File: src/rtl/uart_rx_fsm.sv
// UART receive-path controller.
// Finds the start bit, enables the edge/bit counter and issues the sampler,
// deserializer and checker strobes at fixed oversampled edges. data_valid
// pulses in DONE when neither the parity nor the stop check failed.
// Optional macro UART_RX_ERR_FLAGS_EN adds the par_err_o and frm_err_o outputs.
module uart_rx_fsm #(
    parameter int unsigned DATA_BITS  = 8,
    parameter int unsigned PRESCALE_W = 6,
    parameter int unsigned BIT_CNT_W  = 4
) (
    input  logic                  CLK,
    input  logic                  RST,
    input  logic                  RX_IN,
    input  logic                  PAR_EN,
    input  logic [PRESCALE_W-1:0] Prescale,
    input  logic [PRESCALE_W-1:0] edge_cnt,
    input  logic [BIT_CNT_W-1:0]  bit_cnt,
    input  logic                  strt_glitch,
    input  logic                  par_err,
    input  logic                  stp_err,
    output logic                  cnt_enable,
    output logic                  dat_samp_en,
    output logic                  deser_en,
    output logic                  strt_chk_en,
    output logic                  par_chk_en,
    output logic                  stp_chk_en,
`ifdef UART_RX_ERR_FLAGS_EN
    output logic                  par_err_o,
    output logic                  frm_err_o,
`endif
    output logic                  data_valid
);

    typedef enum logic [2:0] {
        StIdle,
        StStart,
        StData,
        StParity,
        StStop,
        StDone
    } state_t;

    state_t r_state;
    logic   r_par_flag;
    logic   r_stp_flag;
`ifdef UART_RX_ERR_FLAGS_EN
    logic   r_glitch_abort;
`endif

    logic [PRESCALE_W-1:0] w_chk;
    logic [PRESCALE_W-1:0] w_chk1;
    logic [PRESCALE_W-1:0] w_last;
    logic                  w_at_chk;
    logic                  w_at_chk1;
    logic                  w_at_last;
    logic                  w_last_bit;

    // The check strobe lands one cycle after the 3-sample majority window
    assign w_chk      = (Prescale >> 1) + PRESCALE_W'(2);
    assign w_chk1     = w_chk + PRESCALE_W'(1);
    assign w_last     = Prescale - PRESCALE_W'(1);
    assign w_at_chk   = (edge_cnt == w_chk);
    assign w_at_chk1  = (edge_cnt == w_chk1);
    assign w_at_last  = (edge_cnt == w_last);
    assign w_last_bit = (bit_cnt == BIT_CNT_W'(DATA_BITS));

    // State and sticky error flags
    always_ff @(posedge CLK or posedge RST) begin
        if (RST) begin
            r_state    <= StIdle;
            r_par_flag <= 1'b0;
            r_stp_flag <= 1'b0;
`ifdef UART_RX_ERR_FLAGS_EN
            r_glitch_abort <= 1'b0;
`endif
        end else begin
`ifdef UART_RX_ERR_FLAGS_EN
            r_glitch_abort <= 1'b0;
`endif
            case (r_state)
                StIdle: begin
                    r_par_flag <= 1'b0;
                    r_stp_flag <= 1'b0;
                    if (!RX_IN) r_state <= StStart;
                end
                StStart: begin
                    // Glitch abort takes priority: at Prescale 8, CHK+1 == LAST
                    if (w_at_chk1 && strt_glitch) begin
                        r_state <= StIdle;
`ifdef UART_RX_ERR_FLAGS_EN
                        r_glitch_abort <= 1'b1;
`endif
                    end else if (w_at_last) begin
                        r_state <= StData;
                    end
                end
                StData: begin
                    if (w_at_last && w_last_bit) r_state <= PAR_EN ? StParity : StStop;
                end
                StParity: begin
                    if (w_at_chk1) r_par_flag <= r_par_flag | par_err;
                    if (w_at_last) r_state <= StStop;
                end
                StStop: begin
                    if (w_at_chk1) r_stp_flag <= r_stp_flag | stp_err;
                    if (w_at_last) r_state <= StDone;
                end
                StDone: begin
                    r_par_flag <= 1'b0;
                    r_stp_flag <= 1'b0;
                    r_state    <= RX_IN ? StIdle : StStart;
                end
                default: r_state <= StIdle;
            endcase
        end
    end

    // Output decode from state and edge position
    always_comb begin
        cnt_enable  = 1'b0;
        dat_samp_en = 1'b0;
        deser_en    = 1'b0;
        strt_chk_en = 1'b0;
        par_chk_en  = 1'b0;
        stp_chk_en  = 1'b0;
        data_valid  = 1'b0;
`ifdef UART_RX_ERR_FLAGS_EN
        par_err_o   = 1'b0;
        frm_err_o   = 1'b0;
`endif
        unique case (r_state)
            StIdle: begin
`ifdef UART_RX_ERR_FLAGS_EN
                frm_err_o = r_glitch_abort;
`endif
            end
            StStart: begin
                cnt_enable  = 1'b1;
                dat_samp_en = 1'b1;
                strt_chk_en = w_at_chk;
            end
            StData: begin
                cnt_enable  = 1'b1;
                dat_samp_en = 1'b1;
                deser_en    = w_at_chk1;
            end
            StParity: begin
                cnt_enable  = 1'b1;
                dat_samp_en = 1'b1;
                par_chk_en  = w_at_chk;
            end
            StStop: begin
                cnt_enable  = 1'b1;
                dat_samp_en = 1'b1;
                stp_chk_en  = w_at_chk;
            end
            StDone: begin
                data_valid = !r_par_flag && !r_stp_flag;
`ifdef UART_RX_ERR_FLAGS_EN
                par_err_o  = r_par_flag;
                frm_err_o  = r_stp_flag;
`endif
            end
            default: ;
        endcase
    end

endmodule

File: config.mk
export PLATFORM = sky130hd
export DESIGN_NAME = uart_rx_fsm
export DESIGN_NICKNAME = d
export VERILOG_FILES = /design/src/rtl/uart_rx_fsm.sv
export SDC_FILE = /design/constraint.sdc
export NUM_CORES = 1
export LEC_CHECK = 0
export BUFFER_PORTS_ARGS = -buffer_cell sky130_fd_sc_hd__buf_2
export CAP_MARGIN = 0
export CORE_ASPECT_RATIO = 0.6
export CORE_MARGIN = 2
export CORE_UTILIZATION = 40
export CTS_CLUSTER_SIZE = 30
export DETAILED_ROUTE_END_ITERATION = 16
export GPL_TIMING_DRIVEN = 1
export HOLD_SLACK_MARGIN = 0.1
export PLACE_DENSITY_LB_ADDON = 0.12
export SYNTH_ARGS = -nofsm -noshare
export SYNTH_HDL_FRONTEND = slang
export SYNTH_SLANG_ARGS = --single-unit
File: constraint.sdc
create_clock -name CLK -period 1.95 [get_ports CLK]
set_clock_uncertainty 0.15 [all_clocks]
set_input_delay 0.195 -clock CLK [delete_from_list [all_inputs] [get_ports CLK]]
set_output_delay 0.195 -clock CLK [all_outputs]
set_load 0.02 [all_outputs]
# ---- Word-level counts from Yosys, hierarchy flattened
# Index checks and enable logic that the tools add are counted.
dict set report totals {
  register_bits 5
  out_inout_bits 7
}
dict set report classes {
  addsub 3
  eq_ne 16
  mux 19
  bitwise 2
  n_reduce_logical 13
}
# operator n
set ops {}
lappend ops {{3-bit 2-to-1 mux} 7}
lappend ops {{6-bit == test} 3}
lappend ops {{3-bit one-hot mux with 6 select lines} 1}
lappend ops {{2-bit inequality test (second input constant)} 6}
lappend ops {{1-bit 2-to-1 mux} 9}
lappend ops {{5-bit by 2-bit adder with 6-bit output (second input constant)} 1}
lappend ops {{6-bit by 1-bit adder with 6-bit output (second input constant)} 1}
lappend ops {{3-bit by 2-bit == test with 1-bit output (second input constant)} 2}
lappend ops {{3-bit == test (second input constant)} 2}
lappend ops {{6-bit by 1-bit subtractor with 6-bit output (second input constant)} 1}
lappend ops {{5-bit AND reduction} 1}
lappend ops {{4-bit == test (second input constant)} 1}
lappend ops {{1-bit one-hot mux with 2 select lines} 2}
lappend ops {{2-bit AND reduction} 2}
lappend ops {{2-bit nonzero test} 2}
lappend ops {{4-bit OR reduction} 1}
lappend ops {{3-bit by 1-bit == test with 1-bit output (second input constant)} 1}
lappend ops {{1-bit logical AND} 3}
lappend ops {{3-bit zero test} 1}
lappend ops {{3-bit inequality test (second input constant)} 1}
lappend ops {{1-bit zero test} 2}
lappend ops {{1-bit bitwise OR} 2}
lappend ops {{2-bit OR reduction} 1}

# ---- Longest topological paths before layout
dict set report logic_depth {
  ltp_word 6
  mapped_depth 8
}

# ---- Worst setup path before layout
# No wires, ideal clock.
dict set report synth_timing {
  kind {input to output}
  from {input port Prescale[4]}
  to {output port deser_en}
  arrival_time_ps 2045
  required_time_ps 1605
  setup_slack_ps -440
  path_stages 6
  path_buffers 1
  cell_sequence {buf_6 xor3_1 or4_1 a31oi_2 o211a_4 nor3b_1}
}
dict set report synth_between {
  elab_chain_cells 4
}
# item line
set synth_lines {}
lappend synth_lines {{start: declaration} 15} ;# input logic [PRESCALE_W-1:0] Prescale,
lappend synth_lines {{5-bit by 2-bit adder with 6-bit output} 59} ;# assign w_chk = (Prescale >> 1) + PRESCALE_W'(2);
lappend synth_lines {{6-bit by 1-bit adder with 6-bit output} 60} ;# assign w_chk1 = w_chk + PRESCALE_W'(1);
lappend synth_lines {{6-bit == test} 63} ;# assign w_at_chk1 = (edge_cnt == w_chk1);
lappend synth_lines {{1-bit 2-to-1 mux} 131} ;# unique case (r_state)
lappend synth_lines {{end: declaration} 23} ;# output logic deser_en,
# No other way between the ends.

# ---- Final worst setup path
dict set report layout_timing {
  from {input port Prescale[2]}
  to {register r_par_flag}
}
dict set report layout_between {
  elab_chain_cells 5
}
# item line
set layout_lines {}
lappend layout_lines {{5-bit by 2-bit adder with 6-bit output} 59}
lappend layout_lines {{6-bit by 1-bit adder with 6-bit output} 60}
lappend layout_lines {{6-bit == test} 63}
lappend layout_lines {{2-bit inequality test (no line)} -}
lappend layout_lines {{2-bit AND reduction (no line)} -}
lappend layout_lines {{end signal: assignment} 101} ;# if (w_at_chk1) r_par_flag <= r_par_flag | par_err;
lappend layout_lines {{end: declaration} 44} ;# logic r_par_flag;
# No other way between the ends.
# A chain may end at the register's enable or synchronous reset.

==> results.cfg <==
[setup_path]
critPathSlowestCell = o311a_4
ff2ff_path_depth = 6
start_kind = input port
r2r-end = r_state[0]
cp_slowest_stage_delay_ns = 0.40
crit_path_end_kind = flop
reg2reg_slack_ns = 0.15
path_common_cell = buf_4
cp_max_fo = 4
crit_chain = buf_8, clkinvlp_4, ha_4, buf_6, nor2_1, o311a_4, o211a_4, buf_4, buf_4, a31oi_4, o2bb2ai_2
crit_end = r_par_flag
critical_path_class = input port to flop
rr_startpoint = r_state[0]
arrival_ns = 2.14
startpoint = Prescale[2]
worstPathRequired_ns = 1.90

[clock_tree]
htreeDepth = 1
root_buffer = clkbuf_8
clock_sinks = 5
cts_tree = done
clock_path_buffers = 2
cts_buffers = 3
clk_latency_ns = 0.22
path_clk_slew_ns = 0.04

[timing]
fmax_ghz = 0.457
relSlewSlack = 0.752
setup_tns_ns = -1.01
drv_slew = 0
period_needed_ns = 2.19
rsz0062_at_grt = yes
final-setup-viol-count = 7
min_period_over_period = 1.12
worst_pin_slew_ns = 0.363
layout_setup_ws_ns = -0.237
hold_violations = 0

[yosys]
synth_top_flop_cell = dfrtp_1
syn_area_um2 = 911
synth.top_cell.area_share = 0.137
synth_seq_area_share = 0.137
syn_nets = 138
yosys_register_bits = 5
postSynthAreaPerCell_um2 = 8.43
yosysMostFrequentCell = xnor2_1
synthCells = 108
synth.distinct_cells = 42
synth-edff-count = 0
synthTopCellsByArea = dfrtp_1 14%, xnor2_1 12%, ha_1 9.6%
ys_async_sr_fraction = 1.00
yosys_warnings = 0
synth.top_cells.by_count = 12 x xnor2_1, 8 x inv_1, 7 x ha_1, 7 x xor2_1, 6 x nor2_1
synth_top_area_cell = dfrtp_1

[routing]
wl_um = 3160
dr.pass1.iters = 4
via_per_inst = 5.50
num_vias = 1073
drc = 0
first_iter_violations = 35
wl_per_cell_um = 16.2
drtAntennaViolNets = 0

[global_route]
grt_use_met1 = 0.321
grt_overflow_total = 0
use_met3 = 0.0412
grt_use_total = 0.225
first_global_vias = 911
grt_busiest_layer = met2
met2_usage = 0.383
antenna_found_initial = 0
grt_pass1_wl_um = 4400
grt_max_degree = 11

[finish]
nNetsFinal = 196
areaGrowthSynthToFinish_pct = 74.5
register_area_um2 = 125
drive_gt1_frac = 0.545
antenna_cells = 0
multi_input_area_um2 = 932
fillers = 150
finish.utilization = 0.735

[placement]
port_buffers = 29
place_ws_ns = -0.385
dp_hpwl_um = 2220
place.gp.congestion = 0.779

[floorplanning]
boundaryPins = 30
die_w_um = 65.6
initial_utilization = 0.421
die_height_um = 41.0
core_area_um2 = 2160
rows = 13
die_area_um2 = 2690

[min_path]
min_path_type = input port to flop

[power]
powerDensity_nw_per_um2 = 783
vdd_drop_max_uv = 399
p_leak_uw = 0.000665

[run]
drv_cap = 0

[status]
failed_checks = negative setup slack
status = finished, violations left
## area by class of cell
| cell class | count | area share |
|---|---|---|
| Tap cell | 30 | 0.0236 |
| Clock buffer | 4 | 0.0283 |
| Inverter | 8 | 0.0213 |
| Timing Repair Buffer | 58 | 0.261 |
| Sequential cell | 5 | 0.0787 |
| Multi-Input combinational cell | 90 | 0.587 |
## where the power goes
part / leakage (uW) / total, uW / internal, uW / switching, uW
clock network: 0.0000228 / 199 / 141 / 58.1
registers: 0.0000654 / 171 / 135 / 36.7
logic: 0.000577 / 873 / 377 / 496
total: 0.000665 / 1240 / 653 / 591
## worst min-delay path by stage
stage / startpoint / end / slack [ns] / depth (start not counted)
2_1_floorplan: RST / r_par_flag / -0.18 / 1
3_3_place_gp: RST / r_state[0] / -0.06 / 2
3_5_place_dp: RST / r_state[2] / -0.05 / 2
4_1_cts: par_err / r_par_flag / 0.12 / 3
5_1_grt: stp_err / r_stp_flag / 0.17 / 3
6_report: stp_err / r_stp_flag / 0.14 / 3
## registers in the layout (all words and copies together), names as in the netlist
name	flops
r_par_flag	1
r_state	3
r_stp_flag	1
## critical path: cells and delay by family
family	cells	cell delay, ns
and+or+nand+nor	1	0.06
adders and majority gates	1	0.30
buffers and inverters	5	0.63
AOI/OAI and AO/OA	4	0.94
## cells in the final DEF, fill, tap and decap left out, drive strengths merged, types with 3 or more instances in the layout
| cell | count |
|---|---|
| o21ai | 3 |
| nand2 | 5 |
| ha | 7 |
| a31oi | 3 |
| xor2 | 7 |
| dfrtp | 5 |
| inv | 7 |
| clkbuf | 4 |
| nor2 | 6 |
| buf | 57 |
| a21oi | 4 |
| nand3 | 5 |
| nor3 | 4 |
| nor4b | 3 |
| xnor2 | 12 |
## metrics by stage
step	hold WS [ns]	power [uW]	instances	area, um2
after CTS	0.124	1150	194	1480
after global routing	0.169	1320	195	1590
after floorplan	-0.176	675	108	941
after global placement	-0.0563	889	187	1280
after detailed placement	-0.0476	904	187	1280
final	0.141	1240	195	1590
## routing by layer
metal  wire [um]  vias up
met5           0        -
met4          24        0
met3         145        2
met2        1500       39
met1        1490      517
li1            -      515
## cell families (layout without fill, tap and decap cells)
logic type | count (synthesis) | count (layout) | share of synthesized area
XOR/XNOR | 20 | 20 | 0.209
flip-flops | 5 | 5 | 0.137
buffers and inverters | 13 | 70 | 0.0659
AND/OR/NAND/NOR | 39 | 39 | 0.250
AO/OA/AOI/OAI | 24 | 24 | 0.242
adder cells (fa/ha/maj) | 7 | 7 | 0.0961
## what timing repair did
| item | 4_1_cts | 5_1_grt |
|---|---|---|
| pin swaps | 12 | 9 |
| buffers inserted | 2 | 1 |
| endpoints found under the hold margin | 5 | 0 |
| endpoints found under the setup margin | 9 | 9 |
| resized for setup | 27 | 16 |
| hold buffers | 1 | 0 |
Note: power is estimated with default switching activity, not from simulation.
